## src/rtl/count_track_pkg.sv

```systemverilog
// Shared types for the count tracker: FSM states, step classes, direction codes.
// Latency: n/a (types and constants only).
// Backpressure: n/a.
package count_track_pkg;

  // Tracker FSM states
  typedef enum logic [1:0] {
    IDLE,
    ACQ,
    LOCK
  } state_t;

  // Classification of one sample-to-sample step
  typedef enum logic [1:0] {
    UP,
    DOWN,
    HOLD,
    JUMP
  } step_t;

  localparam logic DIR_UP   = 1'b1;
  localparam logic DIR_DOWN = 1'b0;

  // Run counter width; LOCK_CNT is limited to 1..15
  localparam int RUN_W = 4;

endpackage

```

## src/rtl/count_step_cls.sv

```systemverilog
// Classifies the step between the previous and current sample as UP/DOWN/HOLD/JUMP.
// Latency: purely combinational.
// Backpressure: none; evaluated every cycle, consumers qualify with din_vld.
module count_step_cls
  import count_track_pkg::*;
#(
  parameter int W = 4
) (
  input  logic [W-1:0] prev,
  input  logic [W-1:0] din,
  output step_t        cls
);

  logic [W-1:0] delta;

  // Modular difference decides the class; anything but 0/+1/-1 is a jump
  always_comb begin
    delta = din - prev;
    cls   = JUMP;
    if (delta == W'(1)) begin
      cls = UP;
    end else if (delta == '1) begin
      cls = DOWN;
    end else if (delta == '0) begin
      cls = HOLD;
    end
  end

endmodule

```

## src/rtl/count_tracker.sv

```systemverilog
// Recovers counter direction from a sampled count stream and flags wrap/rev/restart/err.
// Latency: every output reflects the sample taken one edge earlier; pulses last one cycle.
// Backpressure: none; din_vld=0 freezes state and zeroes pulses. Optional stall check: COUNT_TRACKER_STALL_CHK_EN.
module count_tracker
  import count_track_pkg::*;
#(
  parameter int W         = 4,
  parameter int LOCK_CNT  = 2,
  parameter int ERR_CNT_W = 8,
  parameter int MAX_STALL = 3
) (
  input  logic                 clk,
  input  logic                 rst_n,
  input  logic [W-1:0]         din,
  input  logic                 din_vld,
  output logic                 locked,
  output logic                 dir,
  output logic                 wrap,
  output logic                 rev,
  output logic                 restart,
  output logic                 err,
  output logic [ERR_CNT_W-1:0] err_cnt
);

  localparam logic [RUN_W-1:0]     LOCK_RUN = RUN_W'(LOCK_CNT);
  localparam logic [ERR_CNT_W-1:0] ERR_MAX  = '1;

  state_t           state;
  logic [W-1:0]     prev;
  logic [RUN_W-1:0] run;
  logic [RUN_W-1:0] run_nxt;
  logic             cand;
  step_t            cls;
  logic             step_dir;
  logic             stall_hit;

  count_step_cls #(.W(W)) u_step_cls (
    .prev (prev),
    .din  (din),
    .cls  (cls)
  );

  // Direction of a +/-1 step and the run length it would produce during acquisition
  always_comb begin
    step_dir = (cls == UP) ? DIR_UP : DIR_DOWN;
    run_nxt  = ((run != '0) && (step_dir == cand)) ? run + 1'b1 : RUN_W'(1);
  end

`ifdef COUNT_TRACKER_STALL_CHK_EN
  localparam int STALL_W = $clog2(MAX_STALL + 2);

  logic [STALL_W-1:0] stall;

  // A HOLD in LOCK that would push the repeat count past MAX_STALL is an error
  assign stall_hit = (state == LOCK) && (cls == HOLD) && (stall >= STALL_W'(MAX_STALL));

  // Count consecutive HOLDs in LOCK; any other valid sample clears the count
  always_ff @(posedge clk or negedge rst_n) begin
    if (!rst_n) begin
      stall <= '0;
    end else if (din_vld) begin
      if ((state == LOCK) && (cls == HOLD) && !stall_hit) begin
        stall <= stall + 1'b1;
      end else begin
        stall <= '0;
      end
    end
  end
`else
  // Stall checking compiled out: HOLD is always legal and MAX_STALL has no effect
  assign stall_hit = (MAX_STALL < 0);
`endif

  // Tracker FSM with registered outputs; pulses default low every edge
  always_ff @(posedge clk or negedge rst_n) begin
    if (!rst_n) begin
      state   <= IDLE;
      prev    <= '0;
      run     <= '0;
      cand    <= DIR_DOWN;
      locked  <= 1'b0;
      dir     <= DIR_DOWN;
      wrap    <= 1'b0;
      rev     <= 1'b0;
      restart <= 1'b0;
      err     <= 1'b0;
      err_cnt <= '0;
    end else begin
      wrap    <= 1'b0;
      rev     <= 1'b0;
      restart <= 1'b0;
      err     <= 1'b0;
      if (din_vld) begin
        prev <= din;
        case (state)
          IDLE: begin
            state <= ACQ;
            run   <= '0;
          end
          ACQ: begin
            case (cls)
              UP, DOWN: begin
                cand <= step_dir;
                if (run_nxt >= LOCK_RUN) begin
                  state  <= LOCK;
                  locked <= 1'b1;
                  dir    <= step_dir;
                  run    <= '0;
                end else begin
                  run <= run_nxt;
                end
              end
              HOLD: begin
              end
              JUMP: begin
                run <= '0;
                if (din == '0) restart <= 1'b1;
              end
              default: begin
              end
            endcase
          end
          LOCK: begin
            case (cls)
              UP, DOWN: begin
                if (step_dir == dir) begin
                  // Same-direction step across the modular boundary
                  wrap <= (step_dir == DIR_UP) ? (prev == '1) : (prev == '0);
                end else begin
                  dir <= step_dir;
                  rev <= 1'b1;
                end
              end
              HOLD: begin
                if (stall_hit) begin
                  err    <= 1'b1;
                  state  <= ACQ;
                  locked <= 1'b0;
                  run    <= '0;
                  if (err_cnt != ERR_MAX) err_cnt <= err_cnt + 1'b1;
                end
              end
              JUMP: begin
                state  <= ACQ;
                locked <= 1'b0;
                run    <= '0;
                if (din == '0) begin
                  restart <= 1'b1;
                end else begin
                  err <= 1'b1;
                  if (err_cnt != ERR_MAX) err_cnt <= err_cnt + 1'b1;
                end
              end
              default: begin
              end
            endcase
          end
          default: begin
            state <= IDLE;
          end
        endcase
      end
    end
  end

endmodule

```

## config.mk

```make
export PLATFORM = sky130hd
export DESIGN_NAME = count_tracker
export DESIGN_NICKNAME = d
export VERILOG_FILES = /design/src/rtl/count_track_pkg.sv /design/src/rtl/count_step_cls.sv /design/src/rtl/count_tracker.sv
export SDC_FILE = /design/constraint.sdc
export NUM_CORES = 1
export LEC_CHECK = 0
export BUFFER_PORTS_ARGS = -buffer_cell sky130_fd_sc_hd__buf_2
export CELL_PAD_IN_SITES_DETAIL_PLACEMENT = 1
export CELL_PAD_IN_SITES_GLOBAL_PLACEMENT = 1
export CORE_MARGIN = 2
export CORE_UTILIZATION = 44
export DETAILED_ROUTE_END_ITERATION = 6
export GPL_TIMING_DRIVEN = 0
export PLACE_DENSITY_LB_ADDON = 0.05
export SYNTH_ARGS = -nofsm -noshare
export SYNTH_HDL_FRONTEND = slang
export SYNTH_SLANG_ARGS = --single-unit
```

## constraint.sdc

```tcl
create_clock -name clk -period 3 [get_ports clk]
set_input_delay 0.45 -clock clk [delete_from_list [all_inputs] [get_ports clk]]
set_output_delay 0.45 -clock clk [all_outputs]
set_load 0.02 [all_outputs]
```

# --- Yosys cells after proc, flatten, opt, wreduce, memory -nomap -nowiden ---
# Cells that the tools add are included.
totals:
  register_bits: 25
  input_bits: 7
  out_inout_bits: 14
  wordCells: 88
classes:
  addsub: 3
  order_cmp: 1
  eq_ne: 16
  muxes: 39
  n_bitwise: 1
  n_reduce_logical: 17
ops:
  columns: ["cell", "n"]
  rows:
  - ["$mux W1", 26]
  - ["$logic_not A4 Y1", 3]
  - ["$mux W4", 3]
  - ["$pmux W4 S3", 1]
  - ["$mux W2", 5]
  - ["$reduce_and A5 Y1", 2]
  - ["$add A8 B1 Y8 const B", 1]
  - ["$eq A4 B4 Y1 const B", 2]
  - ["$ne A2 B2 Y1 const B", 4]
  - ["$ne A8 B8 Y1 const B", 1]
  - ["$pmux W4 S2", 1]
  - ["$reduce_and A4 Y1", 2]
  - ["$pmux W2 S3", 1]
  - ["$reduce_and A6 Y1", 1]
  - ["$add A4 B1 Y4 const B", 1]
  - ["$eq A2 B1 Y1 const B", 2]
  - ["$eq A2 B2 Y1 const B", 2]
  - ["$eq A4 B1 Y1 const B", 1]
  - ["$ge A4 B2 Y1 const B", 1]
  - ["$logic_not A2 Y1", 2]
  - ["$pmux W1 S2", 2]
  - ["$reduce_bool A4 Y1", 1]
  - ["$reduce_or A2 Y1", 2]
  - ["$sub A4 B4 Y4", 1]
  - ["other kinds (8)", 9]

# --- Depth between registers and ports, before layout ---
logic_depth:
  word_depth: 14
  mapped_depth: 11
  ltp_nobuf: 10

# --- Cells and area by module ---
# A second synthesis with hierarchy kept.
hier_totals:
  cells_unflattened: 134
  hier_area_um2: 1436.4
modules_own_cells:
  columns: ["mod", "n_inst", "cells_each", "area_per_inst_um2", "seq_area_each_um2"]
  rows:
  - ["count_tracker", 1, 117, 1293.7, 625.6]
  - ["count_step_cls", 1, 17, 142.6, 0.0]

# --- Least setup slack after synthesis ---
# OpenSTA, ideal clock, no wires.
synth_timing:
  kind: "in2reg"
  startpoint: "input port din[0]"
  endpoint: "register err_cnt[5]"
  setup_ps: 131
  t_arrival_ps: 2385
  t_required_ps: 2869
  path_slack_ps: 484
  stages: 11
  n_path_buf: 1
  cell_sequence: "inv_1 -> ha_1 -> inv_1 -> fa_1 -> xor2_1 -> nand3b_1 -> or3_1 -> and4b_1 -> buf_6 -> and3_1 -> xor2_1"
synth_via:
  elab_chain_len: 7
  word_cells_on_any_way: 11
synth_rtl:
  columns: ["item", "line_no", "text"]
  rows:
  - ["start, declared", "count_tracker.sv:14", "input logic [W-1:0] din,"]
  - ["$sub A4 B4 Y4", "count_step_cls.sv:18", "delta = din - prev;"]
  - ["$logic_not A4 Y1", "count_step_cls.sv:24", "end else if (delta == '0) begin"]
  - ["$mux W1", "count_step_cls.sv:24", null]
  - ["$mux W2", "count_step_cls.sv:22", "end else if (delta == '1) begin"]
  - ["$mux W2", "count_step_cls.sv:20", "if (delta == W'(1)) begin"]
  - ["$eq A2 B2 Y1", "count_tracker.sv:124", "case (cls)"]
  - ["$reduce_and A5 Y1 (no line) *", null, null]
  - ["end signal, assigned", "count_tracker.sv:140", "if (err_cnt != ERR_MAX) err_cnt <= err_cnt + 1'b1;"]
  - ["end signal, assigned", "count_tracker.sv:151", "if (err_cnt != ERR_MAX) err_cnt <= err_cnt + 1'b1;"]
  - ["end, declared", "count_tracker.sv:22", "output logic [ERR_CNT_W-1:0] err_cnt"]
# Mark *: on every way between the ends. The rest lies on a longest branch, timed or not.
# A chain may end at the register's enable or synchronous reset.

# --- Final worst setup path ---
layout_timing:
  startpoint: "register prev[0]"
  endpoint: "register err_cnt[5]"
layout_via:
  elab_chain_len: 7
  word_cells_on_any_way: 9
layout_rtl:
  columns: ["item", "line_no", "text"]
  rows:
  - ["start, declared", "count_tracker.sv:29", "logic [W-1:0] prev;"]
  - ["start signal, assigned", "count_tracker.sv:94", "prev <= din;"]
  - ["$sub A4 B4 Y4 *", "count_step_cls.sv:18", null]
  - ["$logic_not A4 Y1", "count_step_cls.sv:24", null]
  - ["$mux W1", "count_step_cls.sv:24", null]
  - ["$mux W2", "count_step_cls.sv:22", null]
  - ["$mux W2 *", "count_step_cls.sv:20", null]
  - ["$eq A2 B2 Y1 *", "count_tracker.sv:124", null]
  - ["$reduce_and A5 Y1 (no line) *", null, null]
# Marks and branches as above.

==> impl_metrics.py <==
metrics = {
    "run_status": {
        "status": "completed",
    },
    "cts": {
        "cts_setup_buffers": 0,
        "clk_latency_ns": 0.32,
        "h-tree-depth": 1,
        "clk_pin_slew_ns": 0.14,
        "ctsResizeCount": 0,
        "cts_tree": "done",
        "clockRootBuffer": "clkbuf_4",
        "cts_buffer_depth": 2,
        "cts_buffers": 3,
        "cts_num_sinks": 25,
        "cts_hold_buf": 0,
    },
    "synth": {
        "ys_seq_area_share_pct": 41.53,
        "yosysTopAreaCell": "dfrtp_1",
        "synth_cells": 151,
        "synthDistinctLibCells": 43,
        "yosysWarnings": 0,
        "synth_edf_count": 0,
        "ys_ff_latch": 25,
        "synth_fa_ha_area_share_pct": 9.635,
        "synth_top_family_by_area": "simple AND/OR/NAND/NOR gates",
        "syn_area_per_cell_sq_um": 9.976,
        "netlist_area_sq_mm": 0.001506,
        "syn_nets": 169,
        "yosys-top-cells-area": "dfrtp_1 42%, ha_1 8.3%, xnor2_1 4.7%, xor2_1 2.9%, nand2_1 2.7%",
        "yosys.area_share.simple_pct": 20.02,
        "synth_top_area_share_pct": 41.53,
        "muxShareOfSynthArea_pct": 3.821,
        "ys.flop_type": "dfrtp_1",
        "synth-xor-area-share_pct": 7.558,
        "synth-compound-area-share_pct": 13.70,
        "async_reset_ff_share_pct": 100.0,
    },
    "timing": {
        "finalHoldViolations": 0,
        "maxSlewViolCount": 0,
        "tns_ns": 0,
        "setup_violations": 0,
        "rsz0062_at_grt": "false",
        "skew_ns": 0.006821,
        "slew_headroom_pct": 60.70,
        "min_period_ns": 2.680,
        "worst_slew_pin_slew_ns": 0.5840,
        "max_freq_ghz": 0.3732,
        "period_share_pct": 89.32,
    },
    "placed_design": {
        "place_inst": 217,
        "place.gp.congestion": 0.7536,
        "place_hpwl_um": 2598,
        "portBuffers": 20,
    },
    "power": {
        "p_per_area_mw_per_mm2": 490.6,
        "p_leak_uw": 0.0008210,
        "peakVddDrop_mv": 0.1935,
        "p_total_uw": 831.8,
    },
    "detailed_routing": {
        "ant_nets": 0,
        "drc": 0,
        "routed_via_density": 5.462,
        "vias": 1207,
        "dr.first_iter.drc_count": 34,
        "drtPass1Iterations": 4,
        "wl_per_cell_um": 15.00,
        "finalWirelength_um": 3316,
    },
    "final_layout": {
        "fill_cells": 411,
        "n_antenna_cell": 0,
        "layout-drive-gt1-share_pct": 21.14,
        "final_common_cell": "dfrtp_1",
        "final_cell_mix": "25 x dfrtp_1, 20 x buf_2, 11 x nand2_1",
        "final_cell_count_no_fill": 221,
        "area_growth_pct": 12.54,
        "nets": 194,
    },
    "floorplanning": {
        "coreArea_sq_mm": 0.003311,
        "start_util_pct": 45.50,
        "ios": 21,
        "fp.dieArea_sq_mm": 0.003908,
        "std_cell_rows": 21,
        "die_w_um": 62.51,
        "die_h_um": 62.51,
    },
    "worst_setup_path": {
        "worstPathArrival_ns": 2.90,
        "endpoint_kind": "register",
        "worst_ep_required_time_ns": 3.22,
        "critPathKind": "reg2reg",
        "cp-start-kind": "register",
        "worst-path-max-fanout": 8,
    },
    "global_route": {
        "grt_pass1_vias": 1292,
        "grtUsageTotal_pct": 19.11,
        "grt.overflow.total": 0,
        "grt_pass1_wl_um": 6113,
        "antenna_found_initial": 0,
        "grt_max_degree": 26,
    },
    "min_path": {
        "hp-class": "in2async",
    },
    "flow_run": {
        "max_cap_violations": 0,
    },
}
==> state kept, by name, summed over array words and instances, names as in the netlist <==
name,cells
rev,1
prev,4
err_cnt,8
dir,1
err,1
locked,1
state,2
run,4
restart,1
wrap,1
cand,1
==> worst paths after layout <==
path / start / endpoint / slack (ns) / depth (start not counted)
worst max-delay path: prev[0]$_DFFE_PN0P_ / err_cnt[5]$_DFFE_PN0P_ / 0.32 / 10
worst min-delay path: rst_n / prev[1]$_DFFE_PN0P_ / 0.09 / 1
worst max register to register: prev[0]$_DFFE_PN0P_ / err_cnt[5]$_DFFE_PN0P_ / 0.32 / 10
worst min register to register: err_cnt[5]$_DFFE_PN0P_ / err_cnt[5]$_DFFE_PN0P_ / 0.50 / 1
max in group asynchronous: rst_n / state[1]$_DFFE_PN0P_ / 2.53 / 1
min in group clk: din[2] / prev[2]$_DFFE_PN0P_ / 0.38 / 3
==> Yosys cell counts, drive strengths merged, types with 2 or more instances <==
cell type	number
xnor2	8
mux2i	2
nor3	8
nand3	7
clkbuf	2
mux2	3
a21oi	6
ha	10
a31oi	2
nor2b	3
and3	3
nor4	2
o31a	2
nand2	11
o21ai	6
and2	2
dfrtp	25
inv	10
nand4	4
a21o	2
nor2	10
nand3b	2
xor2	5
==> layout make-up <==
cell class,instances,area [sq um],share of cell area (%)
Inverter,10,37.54,2.214
Tap cell,46,57.56,3.395
Clock buffer,4,26.28,1.550
Sequential cell,25,625.6,36.90
Buffer,3,18.77,1.107
Multi-Input combinational cell,113,829.5,48.93
Timing Repair Buffer,20,100.1,5.904
==> metrics by stage <==
stage / worst slack, ns / util (%) / hold WS [ns] / cell area (sq um)
after CTS: 0.2527 / 51.06 / 0.1225 / 1690
final: 0.3205 / 51.21 / 0.09477 / 1695
after detailed placement: 0.1022 / 50.26 / 0.4761 / 1664
after global routing: 0.1830 / 51.21 / 0.1204 / 1695
after floorplan: 0.4840 / - / 0.1544 / 1506
after global placement: 0.1959 / 50.26 / 0.4656 / 1664
==> per-layer routing <==
layer / global-route usage, % / up-vias / share of wire, %
met5: 0 / - / 0
met1: 24.39 / 600 / 45
met4: 4.167 / 0 / 0.66
li1: - / 585 / -
met3: 2.162 / 2 / 3.1
met2: 34.68 / 20 / 51
==> power by group <==
part,internal [uW],total [uW],switching (uW)
Sequential,366,400,34.0
Clock,52.1,158,106
Combinational,107,274,166
==> worst max-delay path, cell delays in order, from the launching register on <==
cell      delay [ns]
dfrtp_1         0.44
ha_1            0.21
inv_1           0.06
fa_1            0.41
xor2_1          0.24
nand3b_1        0.16
or3_1           0.38
and4b_1         0.24
buf_6           0.14
and3_1          0.17
xor2_1          0.14
==> cell families after synthesis <==
family	after synthesis
XOR/XNOR	13
flip-flops	25
AND/OR/NAND/NOR	57
adder cells (fa/ha/maj)	11
multiplexers	5
buffers and inverters	13
AO/OA/AOI/OAI	27
(Power assumes the default switching activity.)
